[config.mk]
export PLATFORM = sky130hd
export DESIGN_NAME = algorithm_sequencer
export DESIGN_NICKNAME = d
export VERILOG_FILES = /design/src/rtl/algorithm_sequencer.sv
export SDC_FILE = /design/constraint.sdc
export NUM_CORES = 1
export LEC_CHECK = 0
export ABC_CLOCK_PERIOD_IN_PS = 3550
export CORE_MARGIN = 3
export CORE_UTILIZATION = 25
export CTS_CLUSTER_SIZE = 12
export DETAILED_ROUTE_END_ITERATION = 8
export PLACE_DENSITY_LB_ADDON = 0.05
export SYNTH_ARGS = -nofsm -noshare
export SYNTH_HDL_FRONTEND = slang
export SYNTH_SLANG_ARGS = --single-unit
[constraint.sdc]
create_clock -name CLK -period 3.55 [get_ports CLK]
set_input_delay 0.71 -clock CLK [delete_from_list [all_inputs] [get_ports CLK]]
set_output_delay 0.71 -clock CLK [all_outputs]
set_load 0.01 [all_outputs]
[src/rtl/algorithm_sequencer.sv]
// Front-panel controller for the scaling coprocessor: debounces the NEXT and
// START pushbuttons, cycles the algorithm selection (NN, PR, DC, BA), launches
// one coprocessor run per start press and tracks completion or timeout.
module algorithm_sequencer #(
  parameter int DEBOUNCE_CYCLES = 1000000,
  parameter int TIMEOUT_CYCLES  = 16777216
) (
  input  logic       CLK,
  input  logic       RESET,
  input  logic       KEY_NEXT_N,
  input  logic       KEY_START_N,
  input  logic       COP_DONE,
  output logic [1:0] ALGORITHM,
  output logic       COP_START,
  output logic       BUSY,
  output logic       DONE_LED,
  output logic       ERROR
);

  localparam int CW = $clog2(DEBOUNCE_CYCLES);
  localparam int TW = $clog2(TIMEOUT_CYCLES);
  localparam logic [CW-1:0] DB_LAST    = CW'(DEBOUNCE_CYCLES - 1);
  localparam logic [TW-1:0] TIMER_LAST = TW'(TIMEOUT_CYCLES - 1);
  localparam logic [TW-1:0] TIMER_MAX  = '1;

  typedef enum logic [2:0] {
    IDLE,
    LAUNCH,
    WAIT,
    FINISH,
    FAULT
  } state_t;

  logic [1:0] key_n;
  logic [1:0] press;
  logic       next_press;
  logic       start_press;

  assign key_n       = {KEY_START_N, KEY_NEXT_N};
  assign next_press  = press[0];
  assign start_press = press[1];

  for (genvar k = 0; k < 2; k++) begin : g_key
    logic          meta_p0;
    logic          sync_p1;
    logic          db_lvl_p2;
    logic          db_dly_p3;
    logic          press_p4;
    logic [CW-1:0] db_cnt;

    // Synchronize, debounce and turn a debounced falling edge into a one-cycle press.
    always_ff @(posedge CLK or posedge RESET) begin
      if (RESET) begin
        meta_p0   <= 1'b1;
        sync_p1   <= 1'b1;
        db_lvl_p2 <= 1'b1;
        db_dly_p3 <= 1'b1;
        press_p4  <= 1'b0;
        db_cnt    <= '0;
      end else begin
        // p0 -> p1: two-flop synchronizer for the asynchronous button
        meta_p0 <= key_n[k];
        sync_p1 <= meta_p0;
        // p1 -> p2: level accepted only after it has differed long enough
        if (sync_p1 != db_lvl_p2) begin
          if (db_cnt == DB_LAST) begin
            db_lvl_p2 <= sync_p1;
            db_cnt    <= '0;
          end else begin
            db_cnt <= db_cnt + CW'(1);
          end
        end else begin
          db_cnt <= '0;
        end
        // p2 -> p4: release-to-press edge only; release itself is silent
        db_dly_p3 <= db_lvl_p2;
        press_p4  <= db_dly_p3 & ~db_lvl_p2;
      end
    end

    assign press[k] = press_p4;
  end

  state_t        state;
  state_t        state_d;
  logic [1:0]    algorithm_d;
  logic [TW-1:0] timer;
  logic [TW-1:0] timer_d;

  // Next-state, selection and run timer; presses outside IDLE/FINISH/FAULT are dropped.
  always_comb begin
    state_d     = state;
    algorithm_d = ALGORITHM;
    timer_d     = timer;
    case (state)
      IDLE: begin
        if (start_press) begin
          state_d = LAUNCH;
        end else if (next_press) begin
          algorithm_d = ALGORITHM + 2'd1;
        end
      end
      LAUNCH: begin
        timer_d = '0;
        state_d = WAIT;
      end
      WAIT: begin
        if (timer != TIMER_MAX) begin
          timer_d = timer + TW'(1);
        end
        if (COP_DONE) begin
          state_d = FINISH;
        end else if (timer == TIMER_LAST) begin
          state_d = FAULT;
        end
      end
      FINISH: begin
        if (start_press) begin
          state_d = LAUNCH;
        end else if (next_press) begin
          algorithm_d = ALGORITHM + 2'd1;
          state_d     = IDLE;
        end
      end
      FAULT: begin
        if (start_press) begin
          state_d = IDLE;
        end
      end
      default: begin
        state_d = IDLE;
      end
    endcase
  end

  // State register; every output is decoded from the state being entered.
  always_ff @(posedge CLK or posedge RESET) begin
    if (RESET) begin
      state     <= IDLE;
      timer     <= '0;
      ALGORITHM <= 2'd0;
      COP_START <= 1'b0;
      BUSY      <= 1'b0;
      DONE_LED  <= 1'b0;
      ERROR     <= 1'b0;
    end else begin
      state     <= state_d;
      timer     <= timer_d;
      ALGORITHM <= algorithm_d;
      COP_START <= (state_d == LAUNCH);
      BUSY      <= (state_d == LAUNCH) || (state_d == WAIT);
      DONE_LED  <= (state_d == FINISH);
      ERROR     <= (state_d == FAULT);
    end
  end

endmodule

==> results of run 1 <==
[how the worst min path moves through the flow]
stage	slack [ns]	cells past startpoint	endpoint
5_1_grt	0.36	0	g_key[0].sync_p1
3_5_place_dp	0.35	0	g_key[0].sync_p1
4_1_cts	0.36	0	g_key[1].sync_p1
2_1_floorplan	0.35	0	g_key[0].sync_p1
6_report	0.36	0	g_key[1].sync_p1
3_3_place_gp	0.35	0	g_key[1].sync_p1
[kinds of logic (layout without fill, tap and decap cells)]
kind of cell | count (synthesis) | after routing | synth area share
compound gates | 26 | 26 | 0.04695
mux | 6 | 6 | 0.01565
flops | 83 | 83 | 0.5118
simple gates | 197 | 197 | 0.2633
fa+ha+maj | 3 | 3 | 0.009206
xor+xnor | 55 | 55 | 0.1200
buf+inv | 20 | 39 | 0.03314
[sequential cells by signal (all words and copies together) (netlist names)]
name             cells
g_key.db_dly_p3      2
ALGORITHM            2
timer               24
g_key.db_lvl_p2      2
g_key.db_cnt        40
ERROR                1
BUSY                 1
state                3
g_key.press_p4       2
g_key.meta_p0        2
g_key.sync_p1        2
DONE_LED             1
COP_START            1
[cells in the mapped netlist, types with 4 or more instances]
library cell,count
inv_1,10
nand4_1,16
xor2_1,16
nor3_1,13
dfstp_2,8
and4_1,6
nor2_1,68
xnor2_1,38
nor4_1,5
nand3_1,25
dfrtp_1,75
o21ai_0,4
and3_1,4
nand2_1,26
a21oi_1,8
buf_6,7
[stage by stage]
step / hold slack, ns / cells / util
finish: 0.3561 / 625 / 0.2952
global route: 0.3587 / 625 / 0.2952
detailed placement: 0.3493 / 609 / 0.2747
floorplan: 0.3452 / 390 / -
CTS: 0.3575 / 625 / 0.2952
global placement: 0.3460 / 609 / 0.2747
[routing by layer]
layer | track usage | up-vias | part of all wire
met5 | 0 | - | 0
met4 | 0.02743 | 0 | 0.012
met3 | 0.03550 | 6 | 0.030
met2 | 0.1620 | 20 | 0.46
met1 | 0.1397 | 1368 | 0.49
li1 | - | 1382 | -
[power breakdown]
group,switching (mW),internal (mW)
Sequential,0.00726,0.956
Combinational,0.0325,0.0126
Clock,0.398,0.621
Total,0.438,1.59
[layout make-up]
type                            instances  area, um2  share of cell area
Inverter                               10      38.79            0.008240
Timing Repair Buffer                   13      122.6             0.02605
Multi-Input combinational cell        287       1861              0.3953
Sequential cell                        83       2087              0.4434
Tap cell                              216      270.3             0.05742
Clock inverter                          7      102.6             0.02180
Clock buffer                            9      225.2             0.04785
==> impl_results.md, run 1 <==
* Total GRT Usage at 0.1043
* Hold buffers post-CTS at 0
* Final period demand of the worst path at 2.245 ns
* Die W at 133.7 um
* Top FF cell, synth: dfrtp_1
* Final hold violations at 0
* Top Family by Delay on Critical Path: simple AND/OR/NAND/NOR gates
* Mapped Cells at 390
* Post-DR wirelength/cell at 13.49 um
* PD cells at 430.6 nW/um2
* Nets at 412
* DPL Wire Length at 5.769 mm
* Rel. slew slack at 0.5003
* F_max at 445.4 MHz
* TNS Setup at 0 ns
* Commonest non-fill, non-tap cells in the layout: 75 x dfrtp_1, 68 x nor2_1, 38 x xnor2_1, 26 x nand2_1, 25 x nand3_1
* Hold path start: g_key[1].meta_p0
* Worst EP required at 3.75 ns
* DRT iter0 DRCs at 144
* RSZ-0062 raised after global routing: false
* Post-synthesis average cell area at 10.46 um2
* CP Max Fanout at 19
* Worst-path cell chain: ha_1 -> and3_1 -> nand3_1 -> nor4_1 -> or2_1 -> nor2_1
* Peak VDD IR at 200.8 uV
* Seq cells post-synth at 83
* Crit path max-delay cell type: or2_1
* WP data arrival at 2.44 ns
* Synth top area share at 0.4603
* Clock Tree Root: clkbuf_16
* CTS tree: built
* Crit. End Element: flip-flop
* Overflow after GRT at 0
* Slew Viols, Final at 0
* Synth Net Count at 398
* Ports at 11
* R2R depth at 6
* Antenna viol nets, final at 0
* Die Span Y at 133.7 um
* # setup viols final at 0
* Gpl congestion at 0.7221
* Dpl ws at 1.203 ns
* Vias at 2776
* Cell area after placement at 4379 um2
* First-pass DRT Iterations at 4
* Routed vias/inst at 4.442
* Standard-cell row count at 46
* Share of cells above drive strength 1 at 0.1222
* Starting density of the core at 0.2558
* Final Cell Area at 4707 um2
* Post-synthesis cell area at 4078 um2
* Sequential area share after synthesis at 0.5118
* Hold Path Class: flip-flop to flip-flop
* Num Clock Sinks at 83
* Cell taking the most area after synthesis: dfrtp_1
* Worst r2r dst: g_key[0].db_cnt[14]
* Type of the worst setup path: flip-flop to flip-flop
* Total power at 2.027 mW
* Clock skew at 0.007995 ns
* Status: completed
* Core Area at 15940 um2
* PostCTS Resize Cnt at 0
* Total setup buffers inserted after CTS at 0
* Initial antenna violation count at 0
* Largest cells by area after synthesis: dfrtp_1 46%, xnor2_1 8.2%, nor2_1 6.3%
* Antenna diodes at 0
* CP Launch Point: g_key[0].db_cnt[0]
* Latest clock arrival within the worst-skew pair at 0.34 ns
* Commonest non-fill, non-tap cell in the layout: dfrtp_1
* Tcrit/Tclk final at 0.6324
* Largest net degree at the start of global routing at 45
* PortBufs at 10
* Die area at 17880 um2
* Lkg Pwr at 1.905 nW
* Synth warn at 0
* Htree depth at 3
* Critical Path Stages at 6
* Max-cap violations at 0
* Worst path bufs/invs at 0
* Async S/R FF share, synth at 1.000
* Vias in the first global route at 2858
* Final worst setup slack at 1.305 ns
* DRC at 0
* Distinct cells, synth at 50
* Critical Path Source Type: flip-flop
* Worst-Margin Slew at 0.7439 ns
* CTS Buf Count at 9
* Routed WL at 8.432 mm
* Crit-path max cell delay at 0.61 ns
* RR Startpoint: g_key[0].db_cnt[0]
* Flop2flop setup slack at 1.31 ns
* Synth-to-Final Area Change at 15.43%
* Maximum buffer depth of the clock tree at 2
* First-pass GRT wire length at 14.84 mm
* CTS clk-pin slew, worst paths at 0.07 ns
* Fill count at 1707
* Post-synth EDFFs at 0
* Setup crit end: g_key[0].db_cnt[14]
No activity file was read; power rests on OpenSTA's default activity.
==> inputs of run 2 (changes only) <==
--- a/config.mk
+++ b/config.mk
@@ -5,7 +5,7 @@
 export SDC_FILE = /design/constraint.sdc
 export NUM_CORES = 1
 export LEC_CHECK = 0
-export ABC_CLOCK_PERIOD_IN_PS = 3550
+export ABC_CLOCK_PERIOD_IN_PS = 2300
 export CORE_MARGIN = 3
 export CORE_UTILIZATION = 25
 export CTS_CLUSTER_SIZE = 12
==> constraint.sdc (replaced) <==
create_clock -name CLK -period 2.3 [get_ports CLK]
set_input_delay 0.46 -clock CLK [delete_from_list [all_inputs] [get_ports CLK]]
set_output_delay 0.46 -clock CLK [all_outputs]
set_load 0.01 [all_outputs]
==> impl_results.md, run 2 (synthesized netlist as in run 1, its figures left out) <==
* CTS clk-pin slew, worst paths at 0.07 ns (about the same)
* Overflow after GRT at 0 (unchanged)
* Status: completed
* Type of the worst setup path: flip-flop to flip-flop
* Largest net degree at the start of global routing at 38 (-16%)
* Met1 track demand over resource at 0.1464 (+0.006614)
* Final period demand of the worst path at 1.872 ns (-0.3729 ns)
* Number of flip-flops under the largest register name at 40 (unchanged)
* Final worst setup slack at 0.4279 ns (-0.8771 ns)
* Worst path bufs/invs at 0 (unchanged)
* Core Area at 15940 um2 (unchanged)
* Antenna viol nets, final at 0 (unchanged)
* Final hold violations at 0 (unchanged)
* Peak VDD IR at 496.2 uV (+150%)
* CP Max Fanout at 5 (-14)
* Non-filler cells, final at 635 (+1.6%)
* Crit-path max cell delay at 0.49 ns (-0.12 ns)
* Gr busiest metal: met2
* Dpl ws at 0.3961 ns (-0.8073 ns)
* First-pass DRT Iterations at 4 (unchanged)
* GR Layer Usage met2 at 0.1527 (-0.009264)
* RSZ-0062 raised after global routing: false
* F_max at 534.2 MHz (+20%)
* Hold buffers post-CTS at 0 (unchanged)
* Die W at 133.7 um (unchanged)
* Post-DR wirelength/cell at 13.72 um (+1.7%)
* Routed WL at 8.714 mm (+3.3%)
* Ports at 11 (unchanged)
* Total power at 3.051 mW (+51%)
* CTS tree: built
* Initial antenna violation count at 0 (unchanged)
* Critical Path Source Type: flip-flop
* Vias at 2802 (+0.94%)
* Rel. slew slack at 0.5857 (+0.08543)
* Lkg Pwr at 1.946 nW (+2.2%)
* Starting density of the core at 0.2558 (unchanged)
* Crit. End Element: flip-flop
* Total setup buffers inserted after CTS at 0 (unchanged)
* Flop2flop setup slack at 0.43 ns (-0.88 ns)
* Vias in the first global route at 2795 (-2.2%)
* First-pass GRT wire length at 14.76 mm (-0.55%)
* WP data arrival at 2.15 ns (-0.29 ns)
* PortBufs at 10 (unchanged)
* Worst-Margin Slew at 0.6128 ns (-0.1311 ns)
* Die Span Y at 133.7 um (unchanged)
* Gpl congestion at 0.6889 (-4.6%)
* PostCTS Resize Cnt at 0 (unchanged)
* Antenna diodes at 0 (unchanged)
* Nets at 422 (+2.4%)
* Standard-cell row count at 46 (unchanged)
* Max-cap violations at 0 (unchanged)
* Num Clock Sinks at 83 (unchanged)
* TNS Setup at 0 ns (unchanged)
* Top Family by Delay on Critical Path: simple AND/OR/NAND/NOR gates
* Commonest non-fill, non-tap cells in the layout: 75 x dfrtp_1, 68 x nor2_1, 38 x xnor2_1, 26 x nand2_1, 25 x nand3_1
* Top flop regs: g_key.db_cnt (40), timer (24), state (3)
* DPL Wire Length at 6.023 mm (+4.4%)
* Total GRT Usage at 0.1054 (+0.001008)
* Slew Viols, Final at 0 (unchanged)
* Htree depth at 3 (unchanged)
* Tcrit/Tclk final at 0.8140 (+0.1816)
* Worst-path cell chain: ha_1 -> nand4_1 -> nor4_2 -> nor3_2 -> nand4_1 -> mux2i_1
* Biggest register: g_key.db_cnt
* Share of cells above drive strength 1 at 0.1432 (+0.02095)
* DRC at 0 (unchanged)
* Clock skew at 0.009032 ns (+0.001037 ns)
* Die area at 17880 um2 (unchanged)
* Latest clock arrival within the worst-skew pair at 0.35 ns (about the same)
* Hold Path Class: flip-flop to flip-flop
* Commonest non-fill, non-tap cell in the layout: dfrtp_1
* Maximum buffer depth of the clock tree at 2 (unchanged)
* Placed cells at 619 (+1.6%)
* # setup viols final at 0 (unchanged)
* Clock Tree Root: clkbuf_16
* Crit-path most repeated cell: nand4_1
* CTS Buf Count at 9 (unchanged)
* Routed vias/inst at 4.413 (-0.65%)
* Synth-to-Final Area Change at 17.31%
* Worst EP required at 2.58 ns (-1.17 ns)
* DRT iter0 DRCs at 106 (-26%)
* Fill count at 1660 (-2.8%)
* Met3 GRT Util at 0.03097 (-0.004532)
* Crit path max-delay cell type: nor4_2
* PD cells at 637.8 nW/um2 (+48%)
[run 2: cell count changes in the layout (fill, tap and decap cells not counted)]
cell        previous run  this run
inv_6                  0         2
buf_12                 0         2
buf_4                  3        11
clkinv_4               4         1
bufinv_16              2         1
clkinvlp_4             1         3
[run 2: routing by layer]
metal  share of wire  vias up  wire length, um
met2            0.45       35             3881
met4           0.021        0              182
met1            0.51     1349             4401
li1                -     1406                -
met5               0        -                0
met3           0.028       12              248
[run 2: final timing paths]
kind	start	end	cells after the start
worst max-delay path	timer[1]	timer[21]	6
worst min-delay path	g_key[0].meta_p0	g_key[0].sync_p1	0
worst max register to register	timer[1]	timer[21]	6
worst min register to register	g_key[0].meta_p0	g_key[0].sync_p1	0
max in group asynchronous	RESET	g_key[1].meta_p0	3
min in group asynchronous	RESET	g_key[0].db_cnt[3]	2
[run 2: area by class of cell]
cell class	count	area [um2]	area share
clock buffers	9	225.2	0.04708
flip-flops and latches	83	2087	0.4363
well taps	216	270.3	0.05650
inverters	10	41.29	0.008632
repair buffers	23	222.7	0.04656
multi-input cells	287	1861	0.3890
clock inverters	7	76.32	0.01596
[run 2: through the flow]
| step | hold slack, ns | area (um2) | util |
|---|---|---|---|
| floorplan | 0.3452 | 4081 | - |
| global placement | 0.3483 | 4482 | 0.2811 |
| detailed placement | 0.3492 | 4482 | 0.2811 |
| CTS | 0.3615 | 4783 | 0.3000 |
| global route | 0.3639 | 4783 | 0.3000 |
| finish | 0.3582 | 4783 | 0.3000 |
[run 2: report_power, final]
part / switching (mW) / internal (mW)
clock: 0.635 / 0.849
sequential: 0.0111 / 1.47
combinational: 0.0524 / 0.0285
total: 0.699 / 2.35
==> inputs of run 3 (changes only) <==
--- a/config.mk
+++ b/config.mk
@@ -5,7 +5,7 @@
 export SDC_FILE = /design/constraint.sdc
 export NUM_CORES = 1
 export LEC_CHECK = 0
-export ABC_CLOCK_PERIOD_IN_PS = 2300
+export ABC_CLOCK_PERIOD_IN_PS = 1650
 export CORE_MARGIN = 3
 export CORE_UTILIZATION = 25
 export CTS_CLUSTER_SIZE = 12
==> constraint.sdc (replaced) <==
create_clock -name CLK -period 1.65 [get_ports CLK]
set_input_delay 0.33 -clock CLK [delete_from_list [all_inputs] [get_ports CLK]]
set_output_delay 0.33 -clock CLK [all_outputs]
set_load 0.01 [all_outputs]
==> impl_results.md, run 3 (synthesized netlist as in run 1, its figures left out) <==
* Status: finished, violations left
* Failing checks: negative setup slack
* Crit. End Element: flip-flop
* Fill count at 1616 (-2.7%)
* Ports at 11 (unchanged)
* Gpl congestion at 0.7641 (+11%)
* Worst EP required at 1.89 ns (-0.69 ns)
* First-pass DRT Iterations at 4 (unchanged)
* Maximum buffer depth of the clock tree at 2 (unchanged)
* Max-cap violations at 0 (unchanged)
* Antenna diodes at 0 (unchanged)
* Htree depth at 3 (unchanged)
* Worst r2r dst: timer[8]
* Clock share of power at 0.476 (-0.010)
* Type of the worst setup path: flip-flop to flip-flop
* Vias at 3216 (+15%)
* Comb pwr share at 0.045 (+0.018)
* Switching Fraction at 0.2300 (+0.001015)
* PD cells at 728.3 nW/um2 (+14%)
* Final worst setup slack at -0.04609 ns (-0.4740 ns)
* Top flop regs: g_key.db_cnt (40), timer (24), state (3)
* CTS Buf Count at 9 (unchanged)
* Internal Pwr Total at 3.320 mW (+41%)
* Number of flip-flops under the largest register name at 40 (unchanged)
* Hold endpoint: g_key[1].sync_p1
* Commonest non-fill, non-tap cells in the layout: 96 x buf_4, 73 x dfrtp_1, 37 x xnor2_1, 34 x nor2_1, 25 x nand2_1
* RR Startpoint: timer[0]
* Tcrit/Tclk final at 1.028 (+0.2140)
* First-pass GRT wire length at 16.28 mm (+10%)
* Sequential fraction of design power at 0.479 (-0.008)
* Hold path start: g_key[1].meta_p0
* WP data arrival at 1.93 ns (-0.22 ns)
* Overflow after GRT at 0 (unchanged)
* Num Clock Sinks at 83 (unchanged)
* DRC at 0 (unchanged)
* CP Max Fanout at 9 (+4)
* Critical Path Source Type: flip-flop
* DPL Wire Length at 6.765 mm (+12%)
* Slew Viols, Final at 0 (unchanged)
* Core Area at 15940 um2 (unchanged)
* Antenna viol nets, final at 0 (unchanged)
* F_max at 589.6 MHz (+10%)
* Synth-to-Final Area Change at 45.17%
* DRT iter0 DRCs at 113 (+6.6%)
* Die Span Y at 133.7 um (unchanged)
* Starting density of the core at 0.2558 (unchanged)
* Net Sw Power at 0.9916 mW (+42%)
* CTS tree: built
* Vias in the first global route at 3117 (+12%)
* Clock skew at 0.007092 ns (-0.001940 ns)
* PortBufs at 10 (unchanged)
* R2R depth at 6 (unchanged)
* Final hold violations at 0 (unchanged)
* Peak VDD IR at 468.4 uV (-5.6%)
* Multi-input logic area at 2237 um2 (+20%)
* Standard-cell row count at 46 (unchanged)
* Final period demand of the worst path at 1.696 ns (-0.1760 ns)
* Nets at 515 (+22%)
* RSZ-0062 raised after global routing: true
* Routed WL at 10.16 mm (+17%)
* Share of cells above drive strength 1 at 0.4258 (+0.2826)
* Largest net degree at the start of global routing at 51 (+34%)
* Biggest register: g_key.db_cnt
* Flop2flop setup slack at -0.05 ns (-0.47 ns)
* Total GRT Usage at 0.1161 (+0.01072)
* CTS clk-pin slew, worst paths at 0.07 ns (about the same)
* Lkg Pwr at 2.466 nW (+27%)
* CP Launch Point: timer[0]
* Initial antenna violation count at 0 (unchanged)
* Commonest non-fill, non-tap cell in the layout: buf_4
* # setup viols final at 5 (+5)
* Seq. cell area at 2090 um2 (+0.12%)
* Post-DR wirelength/cell at 13.96 um (+1.7%)
* Latest clock arrival within the worst-skew pair at 0.35 ns (about the same)
* Die area at 17880 um2 (unchanged)
* Hold Path Class: flip-flop to flip-flop
* Share of the core filled with cells at 0.3713 (+0.07126)
* Routed vias/inst at 4.418 (+0.11%)
* Die W at 133.7 um (unchanged)
* Dpl ws at -0.09858 ns (-0.4946 ns)
* Rel. slew slack at 0.7478 (+0.1621)
* Worst-Margin Slew at 0.3748 ns (-0.2380 ns)
* Cell depth of the worst hold path at 0 (unchanged)
* Clock Tree Root: clkbuf_16
## run 3: power groups by stage
stage | clock network (mW) | registers [mW] | logic [mW]
2_1_floorplan | 0 | 2.11 | 0.0743
3_3_place_gp | 0 | 2.10 | 0.145
3_5_place_dp | 0 | 2.10 | 0.146
4_1_cts | 2.14 | 2.07 | 0.146
5_1_grt | 2.23 | 2.07 | 0.215
6_report | 2.05 | 2.07 | 0.192
## run 3: how the worst max path moves through the flow
stage / to / cells after the start / slack (ns)
3_5_place_dp: g_key[1].db_lvl_p2 / 5 / -0.1
2_1_floorplan: timer[8] / 7 / -0.02
6_report: timer[8] / 6 / -0.05
3_3_place_gp: g_key[1].db_lvl_p2 / 5 / -0.11
5_1_grt: g_key[0].db_cnt[6] / 7 / -0.11
4_1_cts: timer[19] / 5 / -0.05
## run 3: area by class of cell
type                            count  area share
Clock buffer                       13     0.04735
Clock inverter                      3    0.003382
Multi-Input combinational cell    287      0.3779
Sequential cell                    83      0.3530
Tap cell                          216     0.04566
Timing Repair Buffer              116      0.1657
Inverter                           10    0.006975
## run 3: repair_timing
| item | in CTS | in global routing |
|---|---|---|
| pin swaps | 2 | 47 |
| gates resized for setup | 13 | 92 |
| setup buffers | 1 | 15 |
| hold buffers | 0 | 0 |
| cloned | 0 | 3 |
| endpoints found under the setup margin | 48 | 66 |
## run 3: critical path: stages (launching register included)
cell       delay (ns)
dfrtp_1          0.40
ha_2             0.20
and4_4           0.20
and3_4           0.23
a2111oi_4        0.33
xnor2_1          0.17
nor2_1           0.06
## run 3: metrics by stage
stage               setup TNS (ns)  hold WS [ns]  instance area, um2  std cells  power, mW
finish                     -0.1164        0.3565                5919        728      4.311
global route                -4.516        0.3649                5919        728      4.511
detailed placement          -1.831        0.3484                5059        693      2.250
floorplan                 -0.02049        0.3345                4090        390      2.180
global placement            -2.676        0.3480                5059        693      2.249
CTS                        -0.2876        0.3576                5420        710      4.347
## run 3: metal layers
| layer | routed length (um) | GRT usage | vias to the layer above |
|---|---|---|---|
| met4 | 238 | 0.05943 | 0 |
| met2 | 4822 | 0.1755 | 24 |
| met3 | 197 | 0.02304 | 15 |
| li1 | - | - | 1590 |
| met5 | 0 | 0 | - |
| met1 | 4901 | 0.1577 | 1587 |
